**config.mk**
```make
export PLATFORM = sky130hd
export DESIGN_NAME = cnn_layer_accel_wht_cfg_ctrl
export DESIGN_NICKNAME = d
export VERILOG_FILES = /design/src/rtl/cnn_layer_accel_pkg.sv /design/src/rtl/cnn_layer_accel_wht_cfg_ctrl.sv
export SDC_FILE = /design/constraint.sdc
export NUM_CORES = 1
export LEC_CHECK = 0
export BUFFER_PORTS_ARGS = -buffer_cell sky130_fd_sc_hd__buf_2
export CORE_ASPECT_RATIO = 1.75
export CORE_MARGIN = 2
export CORE_UTILIZATION = 45
export DETAILED_ROUTE_END_ITERATION = 10
export GPL_ROUTABILITY_DRIVEN = 0
export GPL_TIMING_DRIVEN = 0
export HOLD_SLACK_MARGIN = 0.15
export PLACE_DENSITY_LB_ADDON = 0.08
export SLEW_MARGIN = 10
export SYNTH_ARGS = -nofsm -noshare
export SYNTH_HDL_FRONTEND = slang
export SYNTH_SLANG_ARGS = --single-unit
```
**constraint.sdc**
```tcl
create_clock -name clk -period 2.65 [get_ports clk]
set_input_delay 0.3975 -clock clk [delete_from_list [all_inputs] [get_ports clk]]
set_output_delay 0.3975 -clock clk [all_outputs]
set_load 0.03 [all_outputs]
```
**src/rtl/cnn_layer_accel_pkg.sv**
```systemverilog
// cnn_layer_accel_pkg: shared types and field widths for the CNN layer accelerator.
package cnn_layer_accel_pkg;
    localparam int HDR_W = 6;
    localparam int CFG_W = 16;
    typedef enum logic [1:0] {IDLE, HDR, LOAD, EXEC} state_t;
endpackage

```
**src/rtl/cnn_layer_accel_wht_cfg_ctrl.sv**
```systemverilog
// cnn_layer_accel_wht_cfg_ctrl: loads the 3x3 weight table from a config word stream and sequences kernel passes.
`ifndef MAX_BRAM_3x3_KERNELS
`define MAX_BRAM_3x3_KERNELS 64
`endif
module cnn_layer_accel_wht_cfg_ctrl
    import cnn_layer_accel_pkg::*;
#(
    parameter int C_WEIGHTS_PER_KERNEL = 9,
    parameter int C_MAX_KERNELS = `MAX_BRAM_3x3_KERNELS
) (
    input  logic             clk,
    input  logic             rst,
    input  logic             job_start,
    input  logic             cfg_in_valid,
    input  logic [CFG_W-1:0] cfg_in_data,
    output logic             cfg_in_ready,
    output logic             config_mode,
    output logic             job_accept,
    output logic             kernel_config_valid,
    output logic             wht_config_wren,
    output logic [CFG_W-1:0] config_data,
    output logic [CFG_W-1:0] wht_config_data,
    input  logic             pass_done,
    output logic             next_kernel,
    output logic             exec_ready,
    output logic             job_done,
    output logic             cfg_error
);
    localparam int WC_W = C_WEIGHTS_PER_KERNEL > 1 ? $clog2(C_WEIGHTS_PER_KERNEL) : 1;
    localparam logic [WC_W-1:0] WC_LAST = WC_W'(C_WEIGHTS_PER_KERNEL - 1);
    localparam logic [CFG_W-1:0] HDR_MAX = CFG_W'(C_MAX_KERNELS - 1);

    state_t state, state_n;
    logic [WC_W-1:0] word_cnt;
    logic [HDR_W-1:0] kern_cnt, pass_cnt, last_kern;
    logic start, xfer, hdr_ok, hdr_bad, load_xfer, load_last, pass, exec_last;
    logic accept_d, mode_d, exec_d;

    assign cfg_in_ready = !rst && (state == HDR || state == LOAD);
    assign start = state == IDLE && job_start;
    assign xfer = cfg_in_valid && cfg_in_ready;
    // The full header word is range-checked, not just the 6-bit field.
    assign hdr_ok = state == HDR && xfer && cfg_in_data <= HDR_MAX;
    assign hdr_bad = state == HDR && xfer && cfg_in_data > HDR_MAX;
    assign load_xfer = state == LOAD && xfer;
    assign load_last = load_xfer && word_cnt == WC_LAST && kern_cnt == last_kern;
    assign pass = state == EXEC && pass_done;
    assign exec_last = pass && pass_cnt == last_kern;

    always_ff @(posedge clk) begin
        if (rst)
            state <= IDLE;
        else
            state <= state_n;
    end

    always_comb begin
        state_n = state;
        case (state)
            IDLE: state_n = job_start ? HDR : IDLE;
            HDR: state_n = hdr_ok ? LOAD : hdr_bad ? IDLE : HDR;
            LOAD: state_n = load_last ? EXEC : LOAD;
            EXEC: state_n = exec_last ? IDLE : EXEC;
            default: state_n = IDLE;
        endcase
    end

    always_ff @(posedge clk) begin
        if (rst || start) begin
            word_cnt <= '0;
            kern_cnt <= '0;
            pass_cnt <= '0;
            last_kern <= '0;
        end else begin
            if (hdr_ok)
                last_kern <= cfg_in_data[HDR_W-1:0];
            if (load_xfer) begin
                word_cnt <= word_cnt == WC_LAST ? '0 : word_cnt + 1'b1;
                kern_cnt <= word_cnt == WC_LAST ? kern_cnt + 1'b1 : kern_cnt;
            end
            if (pass)
                pass_cnt <= pass_cnt + 1'b1;
        end
    end

    // config_mode stays up through the cycle that carries the final weight write.
    always_comb begin
        accept_d = start;
        mode_d = state_n == HDR || state_n == LOAD || load_last;
        exec_d = state_n == EXEC;
    end

    always_ff @(posedge clk) begin
        if (rst) begin
            job_accept <= 1'b0;
            config_mode <= 1'b0;
            kernel_config_valid <= 1'b0;
            config_data <= '0;
            cfg_error <= 1'b0;
            wht_config_wren <= 1'b0;
            wht_config_data <= '0;
            next_kernel <= 1'b0;
            job_done <= 1'b0;
            exec_ready <= 1'b0;
        end else begin
            job_accept <= accept_d;
            config_mode <= mode_d;
            kernel_config_valid <= hdr_ok;
            config_data <= hdr_ok ? {{(CFG_W - HDR_W){1'b0}}, cfg_in_data[HDR_W-1:0]} : config_data;
            cfg_error <= hdr_bad;
            wht_config_wren <= load_xfer;
            wht_config_data <= load_xfer ? cfg_in_data : wht_config_data;
            next_kernel <= pass;
            job_done <= exec_last;
            exec_ready <= exec_d;
        end
    end
endmodule

```
==> results.md <==
Run status:
- The run finished with clean final reports.

Critical path:
- The data required time of the worst path is roughly 2800 ps.
- The worst endpoint data arrival time is 2390 ps.
- The worst setup path is launched from a register.
- The maximum fanout along the worst path is 6.
- The kind of critical path is register to register.
- The kind of end point of the critical path is a register.

Layout:
- Relative to the synthesized area, the layout overhead comes to 18.51%.
- The number of antenna diodes in the final layout is 0.
- The layout cell share with drive strength beyond 1 is 24.55%.
- Excluding fillers, the count of instances in the completed layout stands at 389.
- The number of nets in the layout is between 300 and 400.
- The number of inserted filler cells in the final layout is between 500 and 600.

STA:
- The max-slew violation count is 0.
- The relative max-transition margin is 65.09%.
- The fmax is between 400 and 500 MHz.
- The clock period could shrink to approximately 2200 ps.
- The final setup violation count is 0.
- The accumulated negative setup slack is 0 ps.
- The tightest hold path in the finished design has a slack of approximately 340 ps.
- For the pin with the worst max-slew slack, the measured transition is around 520 ps.
- Setup repair after global routing left no endpoint under its margin.
- In the finished design, the share of the clock period the worst path needs comes to a little over four fifths.
- The final worst clock skew is between 4 and 5 ps.
- The number of hold violations in the final report came to 0.

Pwr:
- Of the total power, the share spent switching nets is about a quarter.
- The largest voltage drop on the vdd net is approximately 0.00033 V.
- Of the total power, combinational logic draws under 10%.
- The switching power summed over all nets is between 0.3 and 0.4 mW.
- Of the total power, registers draw between 50% and 60%.
- The internal power of the cells totals 1.063 mW.
- The cell leakage power is approximately 1.4 nW.
- Power spread over the standard cell area amounts to 485.7 mW/mm^2.
- The clock group share of total power is 33.7%.

Yosys:
- The leading register cell type out of synthesis is sky130_fd_sc_hd__dfxtp_1.
- The sequential-to-total area share from yosys stat is between 40% and 50%.
- The number of enable flip-flop cells after synthesis is 0.
- The total of warnings raised by yosys is 0.
- The average instance in the mapped netlist occupies between 9 and 10 sq um.
- The count of distinct cell types in the synthesized netlist is 39.
- The async set-reset flop share out of synthesis is 0%.
- After technology mapping, the gate count stands at about 270.
- In this run, synthesis produced a sequential element count of between 50 and 60.
- In this run the cell area of the synthesized design comes to about 0.0024 sq mm.

Drt:
- After detailed routing, the number of vias per cell comes to slightly below 5.
- The final route contains slightly below 2000 vias.
- The length of the first detailed-routing pass in iterations is 4.
- The number of design-rule violations left by the first detailed-router iteration is 36.
- The average detailed-routed wire length per instance is around 14 um.
- After detailed routing, the total wire length is between 5 and 6 mm.
- The final routed DRC violation total is 0.
- The post-route antenna net violation count is 0.

Global routing:
- The pin count of the biggest net entering global routing is 16.
- The wire length of the first global-routing pass is between 8 and 9 mm.
- The via count of the first global-routing pass was approximately 1900.
- Global routing used 18.79% of the available tracks.
- The remaining global-route overflow is 0.
- The number of antenna violations at the first check in global routing came to 0.

Clocking:
- After clock tree synthesis, the setup repair step added 0 buffers.
- The hold buffer count at cts is 0.
- The clock latency at the later pin of the worst-skew pair is roughly 300 ps.
- The TritonCTS clock tree is yes.
- Counting the buffers created by CTS gives 5.
- The count of cells resized by post-cts repair is 0.
- The largest buffer count on any clock path is 2.
- The clock net in this run drives a total of 54 sinks.
- After clock tree synthesis, the clock-pin slew on the worst setup and hold paths is ~90 ps.
- The H-tree depth reported by CTS is 2.
- The cell sitting at the root of the clock tree is a sky130_fd_sc_hd__clkbuf_8.

Die:
- The top-level I/O count is 62.
- The total core area is roughly 0.0053 sq mm.
- The die span in x is ~60 um.
- For this configuration, the core starts out at a cell density of between 40 and 50%.
- The cell row count is 35.
- The die outline area is ~0.0060 sq mm.
- The floorplan step set the die height to roughly 100 um.

Job:
- The tool flagged a number of max-cap violations equal to 0.

Placement:
- Buffers placed on the I/O ports in this run total 51.
- After legalization and detailed placement, the total HPWL measured 4.197 mm.
- The number of placed instances, taps included, is around 380.

Worst hold path:
- The path type of the worst min-delay path is input port to register.
-- cell families (layout without fill, tap and decap cells) --
kind of cell | count (synthesis) | count (layout) | share of synthesized area (%)
simple gates | 109 | 109 | 23.83
fa+ha+maj | 10 | 10 | 5.157
buf+inv | 27 | 86 | 6.188
xor+xnor | 22 | 22 | 7.942
flops | 54 | 54 | 44.56
other cells | 1 | 10 | 0.1546
compound gates | 31 | 31 | 7.220
mux | 12 | 12 | 4.951
-- state kept, by name (all words and copies together), names as in the netlist, 2 cells and up --
signal and count:
pass_cnt 6, word_cnt 4, kern_cnt 6, config_data 6, last_kern 6, wht_config_data 16
state 2
-- stage by stage --
step           area, sq um  total power [mW]  util, %  setup WS (ps)
6_report              2875             1.396    54.71          439.4
5_1_grt               2875             1.446    54.71          243.5
4_1_cts               2875             1.418    54.71          431.8
3_5_place_dp          2784            0.9463    52.98          449.8
3_3_place_gp          2784            0.9462    52.98          463.8
2_1_floorplan         2460            0.9055        -          676.5
-- layout make-up --
class | count | area [sq um] | share of cell area (%)
sequential | 54 | 1081 | 37.60
clock inverter | 1 | 5.005 | 0.1741
clock buffer | 7 | 86.33 | 3.003
tap | 55 | 68.82 | 2.393
inverter | 6 | 22.52 | 0.7833
multi-input combinational | 194 | 1229 | 42.73
timing repair buffer | 51 | 255.2 | 8.877
buffer | 21 | 127.6 | 4.439
-- cells in the mapped netlist, types with 3 or more instances --
| cell type | n | area share, % |
|---|---|---|
| sky130_fd_sc_hd__nor2_1 | 29 | 4.5 |
| sky130_fd_sc_hd__nand4_1 | 4 | 1.0 |
| sky130_fd_sc_hd__buf_4 | 10 | 3.1 |
| sky130_fd_sc_hd__xor2_1 | 12 | 4.3 |
| sky130_fd_sc_hd__a21oi_1 | 23 | 4.7 |
| sky130_fd_sc_hd__buf_2 | 3 | 0.62 |
| sky130_fd_sc_hd__nand3_1 | 5 | 1.0 |
| sky130_fd_sc_hd__mux2i_1 | 12 | 5.0 |
| sky130_fd_sc_hd__clkbuf_1 | 6 | 0.93 |
| sky130_fd_sc_hd__inv_1 | 5 | 0.77 |
| sky130_fd_sc_hd__dfxtp_1 | 54 | 45 |
| sky130_fd_sc_hd__xnor2_1 | 10 | 3.6 |
| sky130_fd_sc_hd__nand2_1 | 48 | 7.4 |
| sky130_fd_sc_hd__nor2b_1 | 4 | 1.0 |
| sky130_fd_sc_hd__ha_1 | 10 | 5.2 |
-- layer usage --
metal	global-route usage, %	wire length [um]	vias up
met1	20.03	2086	879
met5	0	0	-
met3	3.448	228	6
li1	-	-	995
met4	6.154	72	0
met2	35.67	2868	48
-- power by group through the flow --
stage | sequential [mW] | clock, mW | combinational (mW)
after floorplan | 0.840 | 0 | 0.0653
after global placement | 0.835 | 0 | 0.111
after detailed placement | 0.835 | 0 | 0.111
after CTS | 0.816 | 0.490 | 0.111
after global routing | 0.817 | 0.510 | 0.119
final | 0.816 | 0.470 | 0.110
-- worst max-delay path, stage by stage (launching register included) --
cell                       delay [ps]
sky130_fd_sc_hd__dfxtp_1          380
sky130_fd_sc_hd__inv_1             90
sky130_fd_sc_hd__ha_1             360
sky130_fd_sc_hd__nand4b_4         170
sky130_fd_sc_hd__nor2_2            90
sky130_fd_sc_hd__a311oi_1         370
sky130_fd_sc_hd__a21oi_1          120
sky130_fd_sc_hd__ha_1             310
sky130_fd_sc_hd__a31oi_1          150
sky130_fd_sc_hd__nor2_1            50
-- cells in the final DEF (no fill, tap or decap), drive strengths merged, types with 2 or more instances in the layout --
master   n
buf     66
and2     2
nand4    5
and3b    2
nor4     4
nand2   48
a31oi    2
o21ai    2
xor2    12
conb    10
a211oi   2
a311oi   2
ha      10
nand3    5
mux2i   12
nor2b    5
clkbuf  13
xnor2   10
nor2    30
dfxtp   54
inv      6
a21oi   23
-- final timing paths --
| check | endpoint | slack, ps | startpoint | cells after the start |
|---|---|---|---|---|
| min reg2reg | wht_config_data[5]$_SDFFE_PP0P_ | 460 | wht_config_data[5]$_SDFFE_PP0P_ | 2 |
| max | config_mode$_SDFF_PP0_ | 440 | state[0]$_SDFF_PP0_ | 9 |
| max reg2reg | config_mode$_SDFF_PP0_ | 440 | state[0]$_SDFF_PP0_ | 9 |
| min | wht_config_data[9]$_SDFFE_PP0P_ | 340 | cfg_in_data[9] | 3 |
No activity file was read; power rests on OpenSTA's default activity.
